$ cat src/rtl/asrm_ram_sequencer.sv
// asrm_ram_sequencer
//   Shares one synchronous RAM port between the instruction-fetch path and the
//   data path (load/store). Requests that arrive together are served round-robin.
//   Narrow stores (data_width selects 32/16/8 bits and that is below wordsize)
//   are done as read-modify-write so the upper RAM lanes keep their contents.
//
//   state   | meaning
//   --------+-----------------------------------------------------------------
//   IDLE    | waiting for a request; acks of the previous transaction show here
//   RD      | read address on ram_addr; the RAM samples it at the end of this cycle
//   RD_DATA | ram_data_in is valid: finish the load/fetch, or merge a narrow store
//   WR      | ram_write_en high for one cycle; data_ack follows
//
// Ports
//   clk, reset                    clock and asynchronous active-high reset
//   fetch_req/addr/ack/data       instruction fetch channel (always full width)
//   data_req/we/addr/wdata/width  data channel; width 00 full, 01 32b, 10 16b, 11 8b
//   data_ack/rdata                data channel completion; rdata zero-extended if narrow
//   ram_addr/write_en/data_out    registered RAM command outputs
//   ram_data_in                   RAM read data, valid the cycle after ram_addr
module asrm_ram_sequencer #(
    parameter int wordsize = 16,
    parameter int addrsize = 16
) (
    input  logic                clk,
    input  logic                reset,
    input  logic                fetch_req,
    input  logic [addrsize-1:0] fetch_addr,
    output logic                fetch_ack,
    output logic [wordsize-1:0] fetch_data,
    input  logic                data_req,
    input  logic                data_we,
    input  logic [addrsize-1:0] data_addr,
    input  logic [wordsize-1:0] data_wdata,
    input  logic [1:0]          data_width,
    output logic                data_ack,
    output logic [wordsize-1:0] data_rdata,
    output logic [addrsize-1:0] ram_addr,
    output logic                ram_write_en,
    output logic [wordsize-1:0] ram_data_out,
    input  logic [wordsize-1:0] ram_data_in
);

    typedef enum logic [1:0] {
        ST_IDLE,
        ST_RD,
        ST_RD_DATA,
        ST_WR
    } state_t;

    // Mask of the lanes an access owns; all ones when the selected width is
    // not smaller than the word, so "narrow" is simply "mask is not all ones".
    function automatic logic [wordsize-1:0] lane_mask(input logic [1:0] width);
        logic [wordsize-1:0] m;
        m = '1;
        for (int i = 0; i < wordsize; i++) begin
            if ((width == 2'b01 && i >= 32) ||
                (width == 2'b10 && i >= 16) ||
                (width == 2'b11 && i >= 8)) begin
                m[i] = 1'b0;
            end
        end
        return m;
    endfunction

    state_t              state_q, state_d;
    logic                last_data_q, last_data_d;   // 1: last grant went to data
    logic                sel_data_q, sel_data_d;     // current transaction is data
    logic                we_q, we_d;
    logic [wordsize-1:0] wdata_q, wdata_d;
    logic [wordsize-1:0] mask_q, mask_d;
    logic                fetch_ack_q, fetch_ack_d;
    logic                data_ack_q, data_ack_d;
    logic [wordsize-1:0] fetch_data_q, fetch_data_d;
    logic [wordsize-1:0] data_rdata_q, data_rdata_d;
    logic [addrsize-1:0] ram_addr_q, ram_addr_d;
    logic                ram_we_q, ram_we_d;
    logic [wordsize-1:0] ram_dout_q, ram_dout_d;

    logic                fetch_pend;
    logic                data_pend;
    logic                grant_data;
    logic [wordsize-1:0] req_mask;
    logic                req_narrow;

    // A requester still holds its request during its own ack cycle; ignore it then.
    assign fetch_pend = fetch_req & ~fetch_ack_q;
    assign data_pend  = data_req & ~data_ack_q;
    assign grant_data = data_pend & (~fetch_pend | ~last_data_q);
    assign req_mask   = lane_mask(data_width);
    assign req_narrow = (req_mask != '1);

    always_comb begin
        state_d      = state_q;
        last_data_d  = last_data_q;
        sel_data_d   = sel_data_q;
        we_d         = we_q;
        wdata_d      = wdata_q;
        mask_d       = mask_q;
        fetch_ack_d  = 1'b0;
        data_ack_d   = 1'b0;
        fetch_data_d = fetch_data_q;
        data_rdata_d = data_rdata_q;
        ram_addr_d   = ram_addr_q;
        ram_we_d     = ram_we_q;
        ram_dout_d   = ram_dout_q;

        case (state_q)
            ST_IDLE: begin
                if (fetch_pend || data_pend) begin
                    last_data_d = grant_data;
                    sel_data_d  = grant_data;
                    if (grant_data) begin
                        we_d       = data_we;
                        wdata_d    = data_wdata;
                        mask_d     = req_mask;
                        ram_addr_d = data_addr;
                        if (data_we && !req_narrow) begin
                            ram_dout_d = data_wdata;
                            ram_we_d   = 1'b1;
                            state_d    = ST_WR;
                        end else begin
                            state_d = ST_RD;
                        end
                    end else begin
                        we_d       = 1'b0;
                        mask_d     = '1;
                        ram_addr_d = fetch_addr;
                        state_d    = ST_RD;
                    end
                end
            end
            ST_RD: begin
                state_d = ST_RD_DATA;
            end
            ST_RD_DATA: begin
                if (sel_data_q && we_q) begin
                    // Narrow store: keep the RAM's upper lanes, replace the low ones.
                    ram_dout_d = (ram_data_in & ~mask_q) | (wdata_q & mask_q);
                    ram_we_d   = 1'b1;
                    state_d    = ST_WR;
                end else if (sel_data_q) begin
                    data_rdata_d = ram_data_in & mask_q;
                    data_ack_d   = 1'b1;
                    state_d      = ST_IDLE;
                end else begin
                    fetch_data_d = ram_data_in;
                    fetch_ack_d  = 1'b1;
                    state_d      = ST_IDLE;
                end
            end
            ST_WR: begin
                ram_we_d   = 1'b0;
                data_ack_d = 1'b1;
                state_d    = ST_IDLE;
            end
            default: begin
                state_d = ST_IDLE;
            end
        endcase
    end

    always_ff @(posedge clk or posedge reset) begin
        if (reset) begin
            state_q      <= ST_IDLE;
            last_data_q  <= 1'b0;
            sel_data_q   <= 1'b0;
            we_q         <= 1'b0;
            wdata_q      <= '0;
            mask_q       <= '0;
            fetch_ack_q  <= 1'b0;
            data_ack_q   <= 1'b0;
            fetch_data_q <= '0;
            data_rdata_q <= '0;
            ram_addr_q   <= '0;
            ram_we_q     <= 1'b0;
            ram_dout_q   <= '0;
        end else begin
            state_q      <= state_d;
            last_data_q  <= last_data_d;
            sel_data_q   <= sel_data_d;
            we_q         <= we_d;
            wdata_q      <= wdata_d;
            mask_q       <= mask_d;
            fetch_ack_q  <= fetch_ack_d;
            data_ack_q   <= data_ack_d;
            fetch_data_q <= fetch_data_d;
            data_rdata_q <= data_rdata_d;
            ram_addr_q   <= ram_addr_d;
            ram_we_q     <= ram_we_d;
            ram_dout_q   <= ram_dout_d;
        end
    end

    assign fetch_ack    = fetch_ack_q;
    assign fetch_data   = fetch_data_q;
    assign data_ack     = data_ack_q;
    assign data_rdata   = data_rdata_q;
    assign ram_addr     = ram_addr_q;
    assign ram_write_en = ram_we_q;
    assign ram_data_out = ram_dout_q;

endmodule

$ cat config.mk
export PLATFORM = sky130hd
export DESIGN_NAME = asrm_ram_sequencer
export DESIGN_NICKNAME = d
export VERILOG_FILES = /design/src/rtl/asrm_ram_sequencer.sv
export SDC_FILE = /design/constraint.sdc
export NUM_CORES = 1
export LEC_CHECK = 0
export ABC_AREA = 1
export BUFFER_PORTS_ARGS = -buffer_cell sky130_fd_sc_hd__buf_2
export CORE_MARGIN = 5
export CORE_UTILIZATION = 41
export CTS_CLUSTER_DIAMETER = 40
export DETAILED_ROUTE_END_ITERATION = 8
export PLACE_DENSITY = 0.75
export SYNTH_ARGS = -nofsm -noshare
export SYNTH_HDL_FRONTEND = slang
export SYNTH_SLANG_ARGS = --single-unit
$ cat constraint.sdc
create_clock -name clk -period 2.8 [get_ports clk]
set_clock_uncertainty 0.1 [all_clocks]
set_input_delay 0.56 -clock clk [delete_from_list [all_inputs] [get_ports clk]]
set_output_delay 0.56 -clock clk [all_outputs]
set_load 0.005 [all_outputs]
Yosys cells after proc, flatten, opt, wreduce, memory -nomap -nowiden
Cells that the tools add are included.
{"block": "classes", "muxes": 25, "n_eq_ne": 9, "n_bitwise": 14, "n_reduce_logical": 13}
{"cell": "2-to-1 mux 16 bit", "count": 6}
{"cell": "AND 16 bit", "count": 3}
{"cell": "one-hot mux 16 bit (2 select lines)", "count": 1}
{"cell": "NOT 16 bit", "count": 1}
{"cell": "OR 16 bit", "count": 1}
{"cell": "2-to-1 mux 1 bit", "count": 11}
{"cell": "AND reduction 5 bit", "count": 2}
{"cell": "AND reduction 3 bit", "count": 3}
{"cell": "2-to-1 mux 2 bit", "count": 4}
{"cell": "!= test 2 bit (second input constant)", "count": 4}
{"cell": "!= test 8 bit (second input constant)", "count": 1}
{"cell": "one-hot mux 2 bit (4 select lines)", "count": 1}
{"cell": "equality test 2 bit (second input constant)", "count": 3}
{"cell": "NOT 1 bit", "count": 5}
{"cell": "AND 1 bit", "count": 3}
{"cell": "one-hot mux 1 bit (3 select lines)", "count": 1}
{"cell": "nonzero test 3 bit", "count": 1}
{"cell": "equality test 2 x 1 -> 1 bit (second input constant)", "count": 1}
{"cell": "logical AND 1 bit", "count": 2}
{"cell": "logical NOT 2 bit", "count": 1}
{"cell": "one-hot mux 1 bit (2 select lines)", "count": 1}
{"cell": "AND reduction 2 bit", "count": 1}
{"cell": "nonzero test 2 bit", "count": 1}
{"cell": "logical NOT 1 bit", "count": 1}
{"cell": "other kinds (2)", "count": 2}
{"block": "word_totals", "reg_bits": 103}

Logic depth before layout (Yosys ltp)
Gate-level depths: netlist (run 1).
{"block": "depth", "depth_word": 9, "depth_mapped": 9, "depth_no_buf": 7}

Worst setup path after synthesis (run 1)
No wires, ideal clock.
{"block": "synth_timing", "path_type": "in2reg", "startpoint": "input data_req", "endpoint": "register ram_dout_q[0], in the netlist ram_data_out[0]", "path_stages": 8, "arrival_ns": 1.274, "required_time_ns": 2.583, "setup_slack_ns": 1.309, "cell_sequence": "inv_1 > nor2_8 > nand2_8 > nand2_4 > nand2_4 > buf_6 > nand2_1 > nand2_1"}
{"block": "synth_between", "elab_chain_len": 4}
{"element": "start: declaration", "line": "31", "rtl": "input logic data_req,"}
{"element": "AND 1 bit *", "line": "88", "rtl": "assign data_pend = data_req & ~data_ack_q;"}
{"element": "AND 1 bit or logical OR 1 bit (tied branches)", "line": "89, 110"}
{"element": "!= test 2 bit (no line)"}
{"element": "AND reduction 5 bit (no line) *"}
{"element": "end signal: assignment", "line": "191", "rtl": "ram_dout_q <= ram_dout_d;"}
{"element": "end: declaration", "line": "78", "rtl": "logic [wordsize-1:0] ram_dout_q, ram_dout_d;"}
Mark *: on every way between the ends. The rest lies on a longest branch, timed or not.
A chain may end at the register's enable or synchronous reset.

==> run_results.csv, run 1 <==
group,metric,value,unit
clock_tree,hold_buffers,0,
placement,place.gp.congestion,0.8028,
placement,portBuffers,137,
clock_tree,cts_max_level,3,
setup_path,criticalPathCategory,"reg -> reg",
clock_tree,numCtsBuffers,9,
min_path,hp-class,"in -> async",
yosys,ys_ff_latch,89,
layout,final_area,0.005234,mm^2
global_route,antenna_found_initial,0,
global_route,grtUsageMet2,0.2920,
yosys,synth_top_area_share,0.5212,
run,max_cap_violations,0,
setup_path,cp-start-kind,"flop",
yosys,yosys.area.top_type,"dfrtp_1",
yosys,syn_inst,548,
power,p_per_area,1051,mW/mm^2
sta,drv_slew,0,
global_route,grtUsageTotal,0.1861,
sta,hold_viol,0,
layout,areaGrowthSynthToFinish,22.49,%
yosys,syn_area,0.004273,mm^2
setup_path,cp_top_family,"flip-flops",
global_route,grtUsageMet1,0.2508,
status,status,"finished clean",
clock_tree,cts_root_buffer,"clkbuf_8",
global_route,overflow,0,
drt,first_iter_violations,280,
setup_path,crit_slowest_cell,"dfrtp_1",
setup_path,cpMostUsedCell,"nand2_1",
setup_path,worstPathCellList,"clkinv_1 > nand2_1 > nand2_1 > nand2_1 > nand2_1 > nand3_1 > nand2_1",
layout,final_nets,747,
layout,ff_latch_area,0.002227,mm^2
yosys,yosysWarnings,0,
layout,n_antenna_cell,0,
drt,vias_per_cell,4.759,
die,start_util,0.4176,
yosys,synthTopCellsByArea,"dfrtp_1 52%, nand2_1 27%, nand3_1 5.9%",
global_route,use_met3,0.04097,
drt,totalWireLength,11.40,mm
die,ioPinCount,138,
clock_tree,cts_resized,0,
global_route,grt-busiest-layer,"met2",
die,die_width,112.1,um
placement,dpl.hpwl,8.610,mm
setup_path,timing.critical_path.buf_inv,1,
setup_path,cp.depth,7,
sta,setup-tns-final,0,ps
yosys,syn_area_per_cell,7.797,um^2
drt,drc,0,
drt,dr_total_vias,3888,
sta,rsz0062_at_grt,"no",
power,ir_drop,341.6,uV
setup_path,r2r_cells,7,
sta,max_freq,0.5669,GHz
sta,max_slew_margin,0.5101,
clock_tree,cts.sinks,89,
setup_path,cp.required,2950,ps
setup_path,crit_fanout,17,
clock_tree,cts_buffer_depth,2,
placement,dpl_cell_area,0.005027,mm^2
drt,first_pass_iters,5,
die,dieArea,0.01256,mm^2
die,core,0.01023,mm^2
clock_tree,cts_setup_buffers,0,
layout,drive_gt1_frac,0.2570,
setup_path,critPathCaptureType,"flop",
global_route,grt_pass1_vias,3765,
global_route,grt_pass1_wl,19.05,mm
sta,min_period_over_period,0.6300,
layout,fill_cells,1013,
yosys,synth_cell_type_count,24,
layout,multiInputGateArea,0.001759,mm^2
sta,period_needed,1764,ps
drt,post_drt_wl_per_cell,13.96,um
sta,setup_viol,0,
setup_path,cpPeakStageDelay,720,ps
setup_path,cp.arrival,1920,ps
global_route,grt_max_degree,34,
clock_tree,cts_tree,"done",
yosys,ys_seq_area_frac,0.5212,
sta,worst_pin_slew,733.4,ps
yosys,synth.net_count,619,
clock_tree,clkLatencyLatePin,350,ps
die,rows,37,
die,die_height,112.1,um
drt,ant_nets,0,
power,p_leak,3.075,nW
clock_tree,path_clk_slew,90,ps
==> state kept, by name, summed over array words and instances (netlist names) <==
name,flops
ram_addr,16
data_rdata,16
mask_q,2
we_q,1
fetch_data,16
ram_data_out,16
ram_write_en,1
data_ack,1
state_q,2
sel_data_q,1
fetch_ack,1
wdata_q,16
==> worst register-to-register path, stage by stage (launching register included) <==
cell and delay, ps:
dfrtp_1 720, clkinv_1 390, nand2_1 170, nand2_1 60, nand2_1 50, nand2_1 50, nand3_1 60, nand2_1 50
==> metrics by stage <==
step	util	hold WS (ps)	total power [mW]	worst slack (ps)	cells
finish	0.5116	225.0	5.503	1036	817
global placement	0.4914	353.7	4.529	968.5	801
floorplan	-	341.7	3.805	1104	548
global route	0.5116	261.4	6.005	861.4	817
detailed placement	0.4914	358.4	4.639	908.3	801
CTS	0.5116	232.3	5.566	1043	817
==> placed cells by master, fill, tap and decap left out, types with 2 or more instances in the layout <==
cell | Yosys | layout
nand3_1 | 50 | 50
inv_2 | 5 | 5
inv_1 | 24 | 23
buf_2 | 13 | 137
nand2_1 | 302 | 302
dfrtp_1 | 89 | 89
o21ai_0 | 12 | 12
buf_12 | 0 | 2
clkbuf_8 | 0 | 11
o21ai_1 | 9 | 9
nand3b_1 | 16 | 16
clkinvlp_4 | 0 | 2
nand2_4 | 5 | 5
buf_4 | 5 | 3
nor2_1 | 2 | 2
==> final timing paths <==
check,start,end,slack (ps)
setup / recovery,mask_q[7],ram_data_out[5],1040
hold / removal,reset,ram_addr[11],220
setup reg to reg,mask_q[7],ram_data_out[5],1040
hold reg to reg,fetch_data[7],fetch_data[7],380
max in group asynchronous,reset,fetch_data[5],1790
min in group clk,ram_data_in[7],fetch_data[7],330
==> logic make-up after synthesis <==
logic type | after synthesis | synth area share
and+or+nand+nor | 380 | 0.3833
DFF | 89 | 0.5212
buffers and inverters | 56 | 0.06706
AOI/OAI and AO/OA | 23 | 0.02840
==> synthesized netlist by cell type <==
cell type    n
dfrtp_1     89
nand3_4      1
nand2_2      1
clkinv_1     1
nor2_2       1
nand2_8      1
nand2_4      5
a21oi_1      1
nand3_1     50
buf_4        5
inv_4        1
nand3b_1    16
nand2_1    302
inv_2        5
nor2_8       1
o21ai_1      9
clkbuf_1     1
o21bai_2     1
inv_1       24
clkbuf_2     1
buf_2       13
o21ai_0     12
buf_6        5
nor2_1       2
==> metal layers <==
metal,part of all wire,vias up
met1,0.45,1801
met4,0.021,0
met3,0.060,20
li1,-,1956
met5,0,-
met2,0.47,111
==> area by class of cell <==
cell class              count  area share
well taps                 136     0.03251
flip-flops and latches     89      0.4255
repair buffers            142      0.1430
clock inverters             4    0.009802
multi-input cells         403      0.3361
clock buffers              12     0.02964
inverters                  31     0.02343
==> where the power goes <==
| group | internal [mW] | switching [mW] |
|---|---|---|
| combinational | 0.897 | 1.43 |
| clock | 0.462 | 0.447 |
| sequential | 1.89 | 0.381 |
| total | 3.25 | 2.26 |
(Power assumes the default switching activity.)
==> run 2, diff against run 1 <==
==> constraint.sdc (replaced) <==
create_clock -name clk -period 1.5 [get_ports clk]
set_clock_uncertainty 0.1 [all_clocks]
set_input_delay 0.3 -clock clk [delete_from_list [all_inputs] [get_ports clk]]
set_output_delay 0.3 -clock clk [all_outputs]
set_load 0.005 [all_outputs]
==> run 2 against run 1 <==
Fmax increased by 26%; critical endpoint is now ram_write_en; largest cell class unchanged; utilization increased by 2.0 points; design area increased by 3.8%.
==> run_results.csv, run 2 (synthesis results as in run 1) <==
group,metric,value,unit
drt,post_drt_wl_per_cell,13.60,um
drt,first_pass_iters,4,
die,ioPinCount,138,
clock_tree,path_clk_slew,80,ps
sta,drv_slew,0,
min_path,hp-class,"in -> reg",
die,start_util,0.4176,
global_route,grtUsageTotal,0.1852,
placement,place.gp.congestion,0.8683,
power,p_total,10.78,mW
placement,dpl.hpwl,8.440,mm
sta,worst_pin_slew,462.8,ps
layout,n_antenna_cell,0,
sta,max_freq,0.7150,GHz
power,p_leak,3.166,nW
setup_path,cp.arrival,1530,ps
clock_tree,cts_max_level,3,
clock_tree,cts_root_buffer,"clkbuf_8",
drt,totalWireLength,11.35,mm
power,p_per_area,1984,mW/mm^2
run,max_cap_violations,0,
power,ir_drop,802.7,uV
global_route,antenna_found_initial,0,
layout,areaGrowthSynthToFinish,27.17,%
layout,layout_commonest_cell,"nand2_1",
clock_tree,numCtsBuffers,9,
placement,portBuffers,137,
die,core,0.01023,mm^2
drt,drc,0,
setup_path,crit_fanout,17,
setup_path,cp.required,1630,ps
global_route,grt_max_degree,90,
sta,setup_viol,0,
die,dieArea,0.01256,mm^2
sta,hold_viol,0,
setup_path,criticalPathCategory,"reg -> reg",
layout,fin_util,0.5311,
layout,fill_cells,971,
clock_tree,cts.sinks,89,
clock_tree,cts_tree,"done",
setup_path,rrSetupSlack,100,ps
sta,rsz0062_at_grt,"no",
global_route,overflow,0,
drt,dr_total_vias,3964,
layout,drive_gt1_frac,0.2765,
status,status,"finished clean",
layout,final_nets,764,
clock_tree,cts_buffer_depth,2,
drt,first_iter_violations,371,
setup_path,cp-start-kind,"flop",
sta,max_slew_margin,0.6915,
layout,final_cell_mix,"302 x nand2_1, 137 x buf_2, 88 x dfrtp_1",
sta,min_period_over_period,0.9324,
drt,vias_per_cell,4.753,
global_route,grt_pass1_vias,3993,
die,die_height,112.1,um
die,die_width,112.1,um
sta,period_needed,1399,ps
global_route,grt_pass1_wl,19.21,mm
clock_tree,clkLatencyLatePin,350,ps
setup_path,critPathCaptureType,"flop",
die,rows,37,
drt,ant_nets,0,
## run 2: cell count changes in the layout (fill, tap and decap cells not counted), sizes merged
cell         delta
bufinv          +1
dlygate4sd3     +1
clkbuf          -1
buf            +16
clkinvlp        -1
clkinv          +1
## run 2: area by class of cell
| cell class | count | area (um^2) | area share |
|---|---|---|---|
| Sequential cell | 89 | 2228 | 0.4101 |
| Clock buffer | 11 | 141.4 | 0.02602 |
| Multi-Input combinational cell | 403 | 1793 | 0.3300 |
| Timing Repair Buffer | 159 | 894.6 | 0.1646 |
| Tap cell | 136 | 170.2 | 0.03131 |
| Clock inverter | 5 | 78.83 | 0.01451 |
| Inverter | 31 | 127.6 | 0.02349 |
## run 2: timing repair
action                                 CTS  global route
setup endpoints to repair                1            36
resized for setup                        1             8
hold buffers                             1             0
endpoints found under the hold margin   89             0
pin swaps                                0             0
setup buffers                            0             5
## run 2: final timing paths
path                                start             to  depth (start not counted)
min in group asynchronous           reset   ram_addr[14]                          4
hold reg to reg                wdata_q[7]     wdata_q[7]                          2
setup / recovery               state_q[1]   ram_write_en                          5
max in group asynchronous           reset       data_ack                          4
setup reg to reg               state_q[1]   ram_write_en                          5
hold / removal             ram_data_in[5]  fetch_data[5]                          3
## run 2: per-layer routing
metal	wire (um)	vias up	GRT usage
met1	5072	1826	0.2470
met2	5294	124	0.2916
li1	-	1989	-
met4	287	0	0.07853
met5	0	-	0
met3	690	25	0.04205
## run 2: per-stage QoR
stage	setup TNS [ps]	std cells	instance area (um^2)	hold WS [ps]	setup WS, ps
global route	0	834	5434	75.89	1.249
floorplan	0	548	4277	309.6	64.25
global placement	0	812	5122	356.5	9.492
detailed placement	-20.89	812	5122	358.5	-20.89
finish	0	834	5434	77.07	101.4
CTS	0	829	5355	56.73	10.05
## run 2: critical path, stage by stage (launching register included)
cell and delay, ps:
dfrtp_1 440, nor2_4 160, buf_4 220, nand2_8 120, nand2_8 140, o21ai_0 100
## run 2: report_power, final
group	total (mW)	switching [mW]	internal, mW	leakage, nW
logic	4.79	2.83	1.97	1.95
registers	4.17	0.649	3.53	1.10
clock network	1.81	0.828	0.982	0.113
total	10.8	4.30	6.48	3.17
==> run 3, diff against run 2 <==
--- a/config.mk
+++ b/config.mk
@@ -9,6 +9,7 @@
 export BUFFER_PORTS_ARGS = -buffer_cell sky130_fd_sc_hd__buf_2
 export CORE_MARGIN = 5
 export CORE_UTILIZATION = 41
+export CTS_BUF_LIST = sky130_fd_sc_hd__clkbuf_2
 export CTS_CLUSTER_DIAMETER = 40
 export DETAILED_ROUTE_END_ITERATION = 8
 export PLACE_DENSITY = 0.75
==> run 3 against run 2 <==
The run now ends with setup timing left; largest power group unchanged; largest cell class unchanged; sequential power barely moved; highest routed layer unchanged; sequential share of layout area fell by 6.1 points; fmax fell by 9.8%; non-clock buffer count rose by 109; critical path depth fell by 4; design area rose by 17%; cell count rose by 13%; power rose by 7.0%; worst hold slack got worse by 29 ps; wire length rose by 23%; clock power fell by 24%; register-to-register slack got worse by 50 ps.
==> run_results.csv, run 3 (synthesis results as in run 1) <==
group,metric,value,unit
setup_path,criticalPathCategory,"reg -> out",
sta,hold_slack,47.98,ps
global_route,overflow,0,
min_path,min_path_cells,4,
layout,final_nets,873,
clock_tree,numCtsBuffers,9,
placement,portBuffers,137,
placement,place.gp.congestion,0.8683,
placement,dpl_cell_area,0.005122,mm^2
setup_path,cp.required,1100,ps
die,ioPinCount,138,
global_route,grt_max_degree,90,
layout,n_antenna_cell,0,
layout,multiInputGateArea,0.001779,mm^2
drt,post_drt_wl_per_cell,14.75,um
layout,areaGrowthSynthToFinish,49.22,%
global_route,grtUsageTotal,0.2175,
layout,drive_gt1_frac,0.2912,
layout,layout_commonest_cell,"nand2_1",
min_path,min_to,"mask_q[14]",
run,max_cap_violations,0,
clock_tree,cts_buffer_depth,2,
drt,drc,0,
setup_path,rrSetupSlack,50,ps
setup_path,worstPathCellList,"buf_6",
global_route,grt_pass1_wl,22.51,mm
global_route,antenna_found_initial,0,
status,status,"finished with violations",
min_path,hold_start,"data_width[0]",
drt,first_iter_violations,426,
sta,hold_viol,0,
setup_path,cp-start-kind,"flop",
setup_path,r2r_cells,6,
sta,worst_pin_slew,490.9,ps
sta,max_freq,0.6448,GHz
setup_path,cpPeakStageDelay,490,ps
sta,period_needed,1551,ps
setup_path,timing.critical_path.buf_inv,1,
global_route,grt_pass1_vias,4706,
die,die_height,112.1,um
setup_path,startpoint,"data_ack",
power,p_per_area,1809,mW/mm^2
clock_tree,cts_max_level,3,
drt,vias_per_cell,4.897,
setup_path,crit_slowest_cell,"dfrtp_2",
layout,ff_latch_area,0.002228,mm^2
sta,max_slew_margin,0.6727,
clock_tree,clkLatencyLatePin,540,ps
placement,dpl.hpwl,8.440,mm
die,rows,37,
clock_tree,cts_root_buffer,"clkbuf_2",
die,start_util,0.4176,
setup_path,critPathCaptureType,"primary output",
die,die_width,112.1,um
die,dieArea,0.01256,mm^2
power,ir_drop,684.5,uV
clock_tree,cts_tree,"done",
drt,ant_nets,0,
sta,min_period_over_period,1.034,
sta,setup_viol,38,
power,p_leak,3.641,nW
clock_tree,cts.sinks,89,
drt,totalWireLength,13.91,mm
sta,drv_slew,0,
setup_path,cp.arrival,1150,ps
layout,final_area,0.006376,mm^2
layout,final_cell_mix,"302 x nand2_1, 135 x buf_2, 88 x dfrtp_1",
setup_path,r2r_end,"ram_data_out[3]",
setup_path,reg2reg_from,"state_q[1]",
setup_path,crit_fanout,2,
die,core,0.01023,mm^2
sta,final.setup.worst_slack,-50.98,ps
status,violations,"setup timing",
setup_path,cp_top_family,"flip-flops",
sta,rsz0062_at_grt,"yes",
clock_tree,path_clk_slew,230,ps
layout,fill_cells,822,
drt,first_pass_iters,5,
drt,dr_total_vias,4618,
min_path,hp-class,"in -> reg",
==> run 3: how the worst max path moves through the flow <==
stage / endpoint / slack (ps) / cells past startpoint
detailed placement: ram_write_en / -20 / 5
global route: ram_data_out[1] / -100 / 1
finish: data_ack / -50 / 1
floorplan: data_ack / 60 / 1
global placement: ram_write_en / 9 / 5
CTS: data_ack / -70 / 1
==> run 3: where the power goes <==
part	switching (mW)	internal, mW	leakage [nW]
logic	3.20	2.81	2.46
clock network	0.815	0.551	0.0833
registers	0.657	3.51	1.10
==> run 3: what timing repair did <==
action                     4_1_cts  5_1_grt
gates resized for setup          9        8
hold buffers                    68        0
setup buffers                   20       27
cloned                           0        0
hold endpoints to repair       171        0
setup endpoints to repair       77      116
pin swaps                        1        1
==> run 3: final cells by class <==
cell class | instances | area share
clock buffers | 10 | 0.007849
clock inverters | 6 | 0.01295
inverters | 31 | 0.02080
multi-input cells | 403 | 0.2790
flip-flops and latches | 89 | 0.3495
well taps | 136 | 0.02669
repair buffers | 268 | 0.3032
==> run 3: routing by layer <==
metal,vias to the layer above,part of all wire,GRT usage
met5,-,0,0
met2,201,0.48,0.3544
met4,0,0.040,0.1154
li1,2212,-,-
met3,55,0.063,0.04367
met1,2150,0.42,0.2733
==> run 3: stage by stage <==
step                  util  cells  power (mW)  setup TNS (ps)  worst slack [ps]
detailed placement  0.5007    812       8.818          -20.89            -20.89
global route        0.6232    943       12.44           -4253            -99.14
floorplan                -    548       7.103               0             64.25
CTS                 0.6011    916       10.84           -2014            -74.55
finish              0.6232    943       11.54          -437.7            -50.98
global placement    0.5007    812       8.661               0             9.492
